===== src/rtl/fpu_pkg.sv =====
// Shared definitions for the FPU sequencer: operation encoding, FSM states,
// the quiet-NaN returned on divide timeout and a saturating counter helper.
package fpu_pkg;

  typedef enum logic [1:0] {
    FPU_ADD = 2'd0,
    FPU_SUB = 2'd1,
    FPU_DIV = 2'd2,
    FPU_MUL = 2'd3
  } fpu_funct_e;

  typedef enum logic [1:0] {
    IDLE = 2'd0,
    EXEC = 2'd1,
    RESP = 2'd2
  } seq_state_e;

  localparam logic [31:0] FPU_QNAN = 32'h7FC0_0000;

  function automatic logic [7:0] sat_inc(input logic [7:0] value);
    return (value == 8'hFF) ? value : value + 8'd1;
  endfunction

endpackage


===== src/rtl/fpu_sequencer.sv =====
// One-at-a-time request sequencer for a multi-cycle FPU: holds operands on the
// FPU inputs, waits a fixed latency (or divider finish / timeout), returns result.
module fpu_sequencer
  import fpu_pkg::*;
#(
  parameter int ADD_LAT     = 2,
  parameter int MUL_LAT     = 2,
  parameter int DIV_TIMEOUT = 64
) (
  input  logic        clk,
  input  logic        rst_n,
  input  logic        req_valid,
  output logic        req_ready,
  input  logic [1:0]  req_funct,
  input  logic [31:0] req_a,
  input  logic [31:0] req_b,
  output logic [1:0]  fpu_funct,
  output logic [31:0] fpu_a,
  output logic [31:0] fpu_b,
  input  logic [31:0] fpu_result,
  input  logic        fpu_div_fin,
  output logic        rsp_valid,
  input  logic        rsp_ready,
  output logic [31:0] rsp_result,
  output logic [1:0]  rsp_funct,
  output logic        rsp_timeout
);

  localparam logic [7:0] ADD_LIM = 8'(ADD_LAT);
  localparam logic [7:0] MUL_LIM = 8'(MUL_LAT);
  localparam logic [7:0] DIV_LIM = 8'(DIV_TIMEOUT);

  seq_state_e state;
  logic [7:0] cnt;
  logic [7:0] lat_lim;
  logic       fixed_done;
  logic       div_done;
  logic       div_expired;

  always_comb begin
    lat_lim = (fpu_funct == FPU_MUL) ? MUL_LIM : ADD_LIM;
  end

  // A finish flag left over from the previous divide is masked in the first EXEC cycle.
  assign fixed_done  = (cnt >= lat_lim);
  assign div_done    = (cnt != 8'd0) && fpu_div_fin;
  assign div_expired = (cnt >= DIV_LIM);

  always_ff @(posedge clk or negedge rst_n) begin
    if (!rst_n) begin
      state       <= IDLE;
      cnt         <= 8'd0;
      req_ready   <= 1'b1;
      fpu_funct   <= 2'd0;
      fpu_a       <= 32'd0;
      fpu_b       <= 32'd0;
      rsp_valid   <= 1'b0;
      rsp_result  <= 32'd0;
      rsp_funct   <= 2'd0;
      rsp_timeout <= 1'b0;
    end else begin
      case (state)
        IDLE: begin
          if (req_valid && req_ready) begin
            fpu_funct <= req_funct;
            fpu_a     <= req_a;
            fpu_b     <= req_b;
            cnt       <= 8'd0;
            req_ready <= 1'b0;
            state     <= EXEC;
          end
        end
        EXEC: begin
          if (fpu_funct == FPU_DIV) begin
            // Finish beats timeout when both land on the same edge.
            if (div_done) begin
              rsp_result  <= fpu_result;
              rsp_timeout <= 1'b0;
              rsp_funct   <= fpu_funct;
              rsp_valid   <= 1'b1;
              state       <= RESP;
            end else if (div_expired) begin
              rsp_result  <= FPU_QNAN;
              rsp_timeout <= 1'b1;
              rsp_funct   <= fpu_funct;
              rsp_valid   <= 1'b1;
              state       <= RESP;
            end else begin
              cnt <= sat_inc(cnt);
            end
          end else begin
            if (fixed_done) begin
              rsp_result  <= fpu_result;
              rsp_timeout <= 1'b0;
              rsp_funct   <= fpu_funct;
              rsp_valid   <= 1'b1;
              state       <= RESP;
            end else begin
              cnt <= sat_inc(cnt);
            end
          end
        end
        RESP: begin
          if (rsp_ready) begin
            rsp_valid <= 1'b0;
            req_ready <= 1'b1;
            state     <= IDLE;
          end
        end
        default: begin
          rsp_valid <= 1'b0;
          req_ready <= 1'b1;
          state     <= IDLE;
        end
      endcase
    end
  end

endmodule


===== config.mk =====
export PLATFORM = sky130hd
export DESIGN_NAME = fpu_sequencer
export DESIGN_NICKNAME = d
export VERILOG_FILES = /design/src/rtl/fpu_pkg.sv /design/src/rtl/fpu_sequencer.sv
export SDC_FILE = /design/constraint.sdc
export NUM_CORES = 1
export LEC_CHECK = 0
export CORE_MARGIN = 2
export CORE_UTILIZATION = 44
export DETAILED_ROUTE_END_ITERATION = 8
export PLACE_DENSITY = 0.83
export SETUP_SLACK_MARGIN = 0.15
export SLEW_MARGIN = 20
export SYNTH_ARGS = -nofsm -noshare
export SYNTH_HDL_FRONTEND = slang
export SYNTH_SLANG_ARGS = --single-unit

===== constraint.sdc =====
create_clock -name clk -period 5.6 [get_ports clk]
set_clock_uncertainty 0.15 [all_clocks]
set_input_delay 1.12 -clock clk [delete_from_list [all_inputs] [get_ports clk]]
set_output_delay 1.12 -clock clk [all_outputs]
set_load 0.005 [all_outputs]

* Word level (Yosys, flattened, before mapping)
Cells that the tools add are included.
** Storage, ports and cells
- Bits in registers :: 113
- Output and inout bits :: 103
- Input port bits :: 103
- Word-level logic and storage cells :: 73
** Operators by class
- Eq/ne operators :: 12
- Add/sub/neg operators :: 1
- Bitwise logic cells :: 2
- Order comparisons :: 2
- Multiplexer cells :: 34
- Reductions and logical operators :: 12
** Operator list (count)
- $mux W32 :: 4
- $mux W8 :: 6
- $mux W2 :: 10
- $pmux W8 S2 :: 1
- $ne A3 B3 Y1 const B :: 5
- $mux W1 :: 10
- $add A8 B1 Y8 const B :: 1
- $eq A8 B8 Y1 const B :: 1
- $ge A8 B2 Y1 const B :: 1
- $ge A8 B7 Y1 const B :: 1
- $reduce_and A4 Y1 :: 2
- $reduce_bool A8 Y1 :: 1
- $pmux W1 S3 :: 2
- $pmux W2 S3 :: 1
- $reduce_and A3 Y1 :: 2
- $reduce_and A5 Y1 :: 1
- $eq A2 B2 Y1 const B :: 2
- $ne A2 B2 Y1 const B :: 2
- $ne A4 B4 Y1 const B :: 1
- $reduce_bool A2 Y1 :: 2
- $eq A2 B1 Y1 const B :: 1
- $logic_and A1 B1 Y1 :: 2
- $logic_not A2 Y1 :: 1
- $not A1 Y1 :: 2
- $reduce_and A2 Y1 :: 1

* Depth between registers and ports, before layout
Gate-level depths: netlist of run 1.
- Depth after elaboration :: 6
- Mapped depth :: 9
- Depth with buffers taken out :: 8

* Worst setup path after synthesis of run 1
No wires, ideal clock.
- Kind :: input port to flip-flop
- Start point :: in req_valid
- End point :: reg fpu_a[0]
- Data required time :: 5.325 ns
- Path slack :: 2.914 ns
- Path buffers :: 3
- Data arrival time :: 2.411 ns
- Library setup time :: 0.125 ns
- Stages on the path :: 5
- Path through :: nor4bb_1 clkbuf_1 buf_2 buf_1 mux2_2
** Between the ends
- Word-level cells in the longest chain between the ends :: 2
** RTL lines
- start, declared :: RTL line fpu_sequencer.sv:12 : input logic req_valid,
- $logic_and A1 B1 Y1 :: RTL line fpu_sequencer.sv:64 : if (req_valid && req_ready) begin
- $reduce_and A2 Y1 (no line)
- end signal, assigned :: RTL line fpu_sequencer.sv:66 : fpu_a <= req_a;
- end, declared :: RTL line fpu_sequencer.sv:18 : output logic [31:0] fpu_a,
Every way passes these cells.
A chain may end at the register's enable or synchronous reset.

* Worst setup path after layout of run 1
- Start point :: in fpu_div_fin
- End point :: reg rsp_result[14]
** Between the ends
- Word-level cells in the longest chain between the ends :: 3
- Elaborated cells between the ends (all ways) :: 5
- Those cells by class :: 1 x eq/ne; 2 x mux; 2 x reduce/logical
** RTL lines
- start, declared :: RTL line fpu_sequencer.sv:21 : input logic fpu_div_fin,
- $logic_and A1 B1 Y1 * :: RTL line fpu_sequencer.sv:46 : assign div_done = (cnt != 8'd0) && fpu_div_fin;
- $ne A3 B3 Y1 (no line) or $mux W32 (tied branches)
- $reduce_and A3 Y1 (no line) or $mux W32 (tied branches)
- end signal, assigned :: RTL line fpu_sequencer.sv:77 : rsp_result <= fpu_result;
- end signal, assigned :: RTL line fpu_sequencer.sv:93 : rsp_result <= fpu_result;
- end, declared :: RTL line fpu_sequencer.sv:24 : output logic [31:0] rsp_result,
Mark *: on every way between the ends. The rest lies on a longest branch, timed or not.

==> results.md, run 1 <==
Placed design:
- The post-DP HPWL is 7.68 mm.
- The number of buffers added on ports is 205.
- The post-placement worst setup slack is 1920 ps.
- The global placement routability congestion is 0.845.
- In this run, placement finished with an instance count of 616.

Synthesis:
- The number of library cell types mapped by synthesis is 37.
- Among all cell types in the netlist, the one instantiated most often is sky130_fd_sc_hd__dfrtp_1.
- The portion of synthesized cell area occupied by the leading cell type is 0.643.
- The largest area contributor in the netlist is sky130_fd_sc_hd__dfrtp_1.
- The Yosys step of the flow raised 0 warnings.
- Counting every instance in the synthesized netlist gives 290.
- The number of enable-type register cells in the synthesized netlist is 0.
- The mapped cell area is 4360 um2.
- The most used flip-flop cell after synthesis is sky130_fd_sc_hd__dfrtp_1.
- The part of the Yosys area used for sequential elements is 0.649.
- The async set-reset flop share out of synthesis is 1.00.
- Counting instances in the post-synthesis netlist gives the leading cell types as sky130_fd_sc_hd__dfrtp_1, sky130_fd_sc_hd__mux2_2, sky130_fd_sc_hd__a22o_1.
- The number of synthesized register bits is 113.
- The synthesized area divided by synthesized cell count is 15.0 um2.
- The synthesized net count is 396.
- Sorting the synthesized cells by area gives the leading types as sky130_fd_sc_hd__dfrtp_1, sky130_fd_sc_hd__mux2_2, sky130_fd_sc_hd__a22o_1.

Job:
- Across the run, the number of max-cap violations was 0.

Clocking:
- The deepest clock path buffer count is 2.
- The cell sitting at the root of the clock tree is a sky130_fd_sc_hd__clkbuf_8.
- For the worst-skew pair, the clock arrives at the later sink with an insertion delay of 500 ps.
- The number of clock buffers added by TritonCTS is 17.
- The number of hold-repair buffers added at the cts stage is 0.
- After clock tree synthesis, the setup repair step added 0 buffers.
- Post-CTS repair changed the size of 0 cells.
- The H-tree generated during clock tree synthesis spans 4 levels.
- The clock-pin slew on the worst setup and hold paths is 50 ps.
- The number of sinks on the clock net is 113.
- TritonCTS built the clock tree.

Drt:
- The first detailed-routing pass ran for 4 iterations.
- The via count of the routed design is 3278.
- The average wire per cell in the routed design is 16.9 um.
- For this run, design rule violations remaining after detail routing come to 0.
- The final wirelength is 10.9 mm.
- The first routing iteration left 83 violations.
- The count of nets left with antenna violations once routing finished came out at 0.
- The via-per-instance ratio is 5.07.

Layout:
- The total number of nets in the final design is 608.
- The antenna cell count is 0.
- In the final layout, the share of cells above drive strength 1 is 0.199.
- The relative area change from synthesis to final layout is 63.3%.
- The final core utilization is 0.735.
- Once layout is complete, the cells apart from fillers number 646.

Pwr:
- The static leakage is 3.04 nW.
- The sequential fraction of design power is 0.364.
- Of the total power, the clock network draws 0.269.
- The internal portion of total power is 2.85 mW.
- The combinational group share of total power is 0.367.
- The power per cell area is 541 nW/um2.
- The maximum ir drop on the vdd rail is 322 uV.
- Of the total power, the share spent switching nets is 0.260.
- The net switching power of the design is 1.00 mW.
- The design draws 3.85 mW.

GRT:
- The via count of the first global-routing pass is 3453.
- The initial antenna violation count is 0.
- The global-route congestion overflow total is 0.
- For this run, the total global-route usage over all layers was measured as 0.211.
- Entering global routing, the biggest net connects 70 pins.
- The first global-routing pass estimated 17.7 mm of wire.

Floorplanning:
- For this design the top-level I/O count stands at 206.
- The die is 104 um wide.
- The die covers 10700 um2.
- The initialized floorplan defines 36 standard-cell rows.
- The starting utilization of the core area is 0.450.
- Measured along the y axis, the die boundary spans 104 um.
- The total area inside the core boundary comes to 9680 um2.

Timing:
- The max-slew violation count came to 0.
- Setup repair after global routing left no endpoint under its margin.
- The slew at the pin with the worst max-slew slack is 869 ps.
- Setup total negative slack on the finished layout was measured at 0 ps.
- The final-report hold violation count is 0.
- For this run, the top clock speed supported by timing is 311 MHz.
- The relative slew slack is 0.421.
- The total setup violations reported at the end of the flow is 0.
- The setup slack of the critical path after layout is 2390 ps.
- The share of the cycle needed by the critical path after routing is 0.574.
- Subtracting the final worst setup slack from the clock period gives 3210 ps.

Setup path:
- Data on the critical path is required at its endpoint by 5880 ps.
- STA classifies the critical path endpoint as a register.
- STA puts the critical path data arrival time at 3490 ps.
- Along the worst path, the maximum fanout reaches 23.
- The kind of critical path is in -> reg.
- STA classifies the critical path startpoint as an input pin.

Outcome:
- The run finished with clean final reports.

Hold path:
- The classification of the worst-slack hold path is reg -> reg.
[cells by family (layout without fill, tap and decap cells)]
kind of cell,after synthesis,count (layout),synth area share
adder cells (fa/ha/maj),3,3,0.00861
flip-flops,113,113,0.649
multiplexers,67,67,0.173
AND/OR/NAND/NOR,36,36,0.0459
buffers and inverters,20,243,0.0215
AO/OA/AOI/OAI,51,51,0.102
[routing by layer]
layer  vias up  part of all wire  track usage  routed length [um]
met5         -                 0            0                   0
met3        21             0.077       0.0868                 844
li1       1493                 -            -                   -
met1      1643              0.38        0.243                4180
met4         0             0.022       0.0820                 237
met2       121              0.52        0.352                5680
[flip-flops by register name (all words and copies together) (netlist names)]
signal,flops
fpu_funct,2
cnt,8
fpu_a,32
rsp_timeout,1
rsp_funct,2
rsp_valid,1
state,2
fpu_b,32
req_ready,1
rsp_result,32
[worst paths after layout]
path | from | endpoint | slack [ps] | cells after the start
setup / recovery | fpu_div_fin | rsp_result[14] | 2390 | 5
hold / removal | rsp_valid | rsp_valid | 330 | 2
setup reg to reg | cnt[0] | rsp_result[14] | 2630 | 7
hold reg to reg | rsp_valid | rsp_valid | 330 | 2
max in group asynchronous | rst_n | fpu_a[13] | 3610 | 2
min in group asynchronous | rst_n | rsp_result[27] | 530 | 1
[power by group through the flow]
stage               combinational, mW  sequential [mW]  clock (mW)
floorplan                       0.510             1.41           0
global route                     1.51             1.45        1.10
detailed placement               1.42             1.41           0
CTS                              1.43             1.40        1.05
global placement                 1.39             1.39           0
finish                           1.41             1.40        1.04
[through the flow]
stage	instance area (um2)	hold WS, ps
2_1_floorplan	4360	318
3_3_place_gp	6540	321
3_5_place_dp	6540	321
4_1_cts	7120	335
5_1_grt	7120	353
6_report	7120	330
[area by class of cell]
class                           instances  area [um2]
Sequential cell                       113        2830
Fill cell                             633        2570
Timing Repair Buffer                  208        2070
Multi-Input combinational cell        157        1450
Clock buffer                           25         504
Tap cell                              133         166
Clock inverter                          5        75.1
Inverter                                5        18.8
[worst max-delay path, cell delays in order]
cell and delay (ps):
sky130_fd_sc_hd__clkdlybuf4s50_1 510, sky130_fd_sc_hd__a21boi_1 320, sky130_fd_sc_hd__o41a_1 530, sky130_fd_sc_hd__and2_1 770, sky130_fd_sc_hd__a22o_1 250
[layout by cell type, fill, tap and decap left out, drive strengths merged, types with 2 or more instances in the layout]
master         netlist  final
mux2                66     66
ha                   3      3
nand3                5      5
o22a                10     10
inv                  5      5
and3                 2      2
clkdlybuf4s50        0    204
o21ai                4      4
nand2               12     12
dfrtp              112    112
nor4                 2      2
nand2b               2      2
a41oi                3      3
nor2                 4      4
o211ai               2      2
buf                  9      4
a221o                2      2
clkbuf               6     25
nor2b                3      3
clkinv               0      3
a22o                23     23
nor3                 2      2
bufinv               0      2
Power figures use the tool's default switching activity.
==> run 2: changes to the inputs <==
CORE_UTILIZATION = 41   (was 44)
PLACE_DENSITY = 0.78   (was 0.83)
clock period = 2.97 ns   (was 5.6 ns; I/O delays follow)
==> run 2 against run 1 <==
Net effect:
- via count is 0.85% higher
- utilization is 3.5 points lower
- first-iteration DRC count is 40% higher
- setup slack worse by 1900 ps
- final area is 1.6% higher
- sequential power is 88% higher
- clock-buffer cell count is 3 lower
==> results.md, run 2 (same netlist as run 1, synthesis figures left out) <==
Placed design:
- The number of buffers added on ports was 205 (unchanged).
- The global placement routability congestion is 0.718 (-15%).
- The post-placement worst setup slack is 253 ps (-1670 ps).
- The placed cell area was 6620 um2 (+1.2%).
- The instance count after placement with tap cells included is 624 (+1.3%).
- The post-DP HPWL was 8.05 mm (+4.8%).

Clocking:
- The clock-pin slew on the worst setup and hold paths is 60 ps (about the same).
- In this run the clock root is driven by a sky130_fd_sc_hd__clkbuf_8.
- The number of hold-repair buffers added at the cts stage came to 1 (+1).
- The depth of the CTS H-tree was 4 (unchanged).
- The clock tree from TritonCTS is yes.
- The clock latency on the worst-skew pair is 490 ps (about the same).
- The deepest clock path buffer count is 2 (unchanged).
- The number of sinks on the clock net is 113 (unchanged).
- The number of resized instances in the post-cts repair step is 0 (unchanged).
- The number of clock buffers inserted by TritonCTS was 17 (unchanged).
- The number of setup buffers added after CTS is 0 (unchanged).

Pwr:
- The power per cell area came to 1020 nW/um2 (+88%).
- The combinational group share of total power was 0.365 (-0.002).
- The static leakage is 3.09 nW (+1.4%).
- The overall power consumption was 7.34 mW (+91%).
- The sequential fraction of design power was 0.359 (-0.005).
- The internal portion of total power is 5.44 mW (+91%).
- The maximum ir drop on the vdd rail was 482 uV (+49%).
- The switching share of power is 0.258 (-0.00183).
- The net switching power of the design is 1.89 mW (+89%).
- The fraction of power consumed by the clock network is 0.276 (+0.007).

Setup path:
- The register-to-register setup slack came to 460 ps (-2170 ps).
- In this run the worst setup path begins at state[1].
- The path depth of the worst reg2reg path was 5 (-2).
- STA classifies the critical path endpoint as a register.
- The startpoint of the worst-slack reg-to-reg timing path is state[1].
- The worst setup path is of the reg -> reg kind.
- The endpoint of the lowest-slack register-to-register path is rsp_result[31].
- The highest fanout seen on the critical path is 23 (unchanged).
- The endpoint arrival time on the critical path was 2780 ps (-710 ps).
- The startpoint class of the critical path is a register.
- The required time of the worst setup path is 3240 ps (-2640 ps).

GRT:
- The via count of the first global-routing pass was 3544 (+2.6%).
- The initial antenna violation count was 0 (unchanged).
- The met1 routing resource usage after global routing is 0.227 (-0.0162).
- The met2 capacity usage during global routing is 0.336 (-0.0156).
- The total routing resource utilization after global routing is 0.195 (-0.0158).
- The largest net degree at the start of global routing came to 53 (-24%).
- The global-route wire length before repair is 17.5 mm (-0.93%).
- The most used routing layer in global routing is met2.
- The global-route congestion overflow total is 0 (unchanged).
- The global routing usage on met3 is 0.0693 (-0.0175).

Drt:
- The via-per-instance ratio came to 5.04 (-0.68%).
- The final wirelength was 10.9 mm (-0.32%).
- The initial DRC count was 116 (+40%).
- The detailed-routing iteration count for the pre-antenna-repair pass is 6 (+2).
- The average wire per cell in the routed design is 16.6 um (-1.8%).
- The via count of the routed design is 3306 (+0.85%).
- The count of antenna-violating nets left after detailed routing was 0 (unchanged).
- The post-route DRC violation count is 0 (unchanged).

Job:
- The max-capacitance violation count is 0 (unchanged).

Timing:
- The total setup violations reported at the end of the flow came to 0 (unchanged).
- The max-slew violation count is 0 (unchanged).
- The total negative slack is 0 ps (unchanged).
- Setup repair after global routing left no endpoint under its margin.
- The setup slack of the critical path after layout was 462 ps (-1920 ps).
- The time the final worst path needs with I/O delays and setup is 2510 ps.
- The slew at the pin with the worst max-slew slack is 836 ps (-32.8 ps).
- The relative slew slack is 0.442 (+0.0219).
- In the finished design, the share of the clock period the worst path needs comes to 0.844.
- The final-report hold violation count was 0 (unchanged).
- The worst-case hold slack was 327 ps (-2.48 ps).
- The maximum clock frequency is 399 MHz.

Floorplanning:
- The starting utilization of the core area was 0.422 (-0.0279).
- The floorplan die area was 11500 um2 (+7.0%).
- The number of top-level pins is 206 (unchanged).
- The vertical die dimension is 107 um (+3.5%).
- The count of standard-cell rows is 37 (+2.8%).
- The die width is 107 um (+3.5%).
- The core area came to 10300 um2 (+6.6%).

Layout:
- The final core utilization came to 0.700 (-0.0347).
- In the final layout, the registers with the most flip-flops are fpu_a: 32 flops, fpu_b: 32 flops, rsp_result: 32 flops.
- The final cell count without fillers is 656 (+1.5%).
- The relative area change from synthesis to final layout is 65.8%.
- The antenna cell count is 0 (unchanged).
- The library cells used most frequently in the layout, excluding fill and tap cells, are sky130_fd_sc_hd__clkdlybuf4s50_1, sky130_fd_sc_hd__dfrtp_1, sky130_fd_sc_hd__mux2_2, sky130_fd_sc_hd__a22o_1, sky130_fd_sc_hd__clkbuf_16.
- The most frequent standard cell in the layout excluding fill and tap cells is sky130_fd_sc_hd__clkdlybuf4s50_1.
- The total number of nets in the final design is 614 (+0.99%).
- The share of cells above drive strength 1 is 0.210 (+0.0108).
- The post-route cell area is 7230 um2 (+1.6%).

Hold path:
- The startpoint of the most critical hold path is rsp_funct[1].
- The number of cells on the worst hold path is 2 (unchanged).
- The classification of the worst-slack hold path is reg -> reg.
- The path with the worst hold slack has its endpoint at rsp_funct[1].

Outcome:
- The run finished with clean final reports.
==> run 2: changes by cell type in the layout (fill, tap and decap cells not counted), sizes merged <==
cell	previous run	this run
bufinv	2	3
inv	5	6
clkbuf	25	22
buf	4	9
dlygate4sd3	0	1
clkinvlp	0	2
==> run 2: final cells by class <==
cell class,count,area [um2]
clock inverters,9,129
inverters,5,18.8
multi-input cells,157,1450
flip-flops and latches,113,2830
repair buffers,214,2160
clock buffers,22,473
well taps,136,170
fillers,777,3100
==> run 2: how the worst max path moves through the flow <==
| stage | to | slack (ps) | cells after the start |
|---|---|---|---|
| final | rsp_result[31] | 460 | 5 |
| after CTS | rsp_result[11] | 470 | 7 |
| after detailed placement | rsp_result[21] | 250 | 5 |
| after floorplan | fpu_a[0] | 790 | 5 |
| after global placement | rsp_result[5] | 360 | 5 |
| after global routing | rsp_result[17] | 340 | 7 |
==> run 2: worst max-delay path, stage by stage, from the launching register on <==
cell                       delay, ps
sky130_fd_sc_hd__dfrtp_1         450
sky130_fd_sc_hd__nand2b_1        250
sky130_fd_sc_hd__a41oi_1         410
sky130_fd_sc_hd__o41a_1          240
sky130_fd_sc_hd__and2_1          680
sky130_fd_sc_hd__a22o_1          240
==> run 2: power by group through the flow <==
stage | sequential, mW | clock, mW | combinational (mW)
floorplan | 2.66 | 0 | 0.961
global placement | 2.62 | 0 | 2.64
detailed placement | 2.66 | 0 | 2.71
CTS | 2.64 | 2.06 | 2.73
global route | 2.72 | 2.14 | 2.88
finish | 2.63 | 2.03 | 2.68
==> run 2: metal layers <==
layer	vias to the layer above	share of wire
li1	1501	-
met1	1658	0.40
met2	143	0.51
met3	4	0.087
met4	0	0.0044
met5	-	0
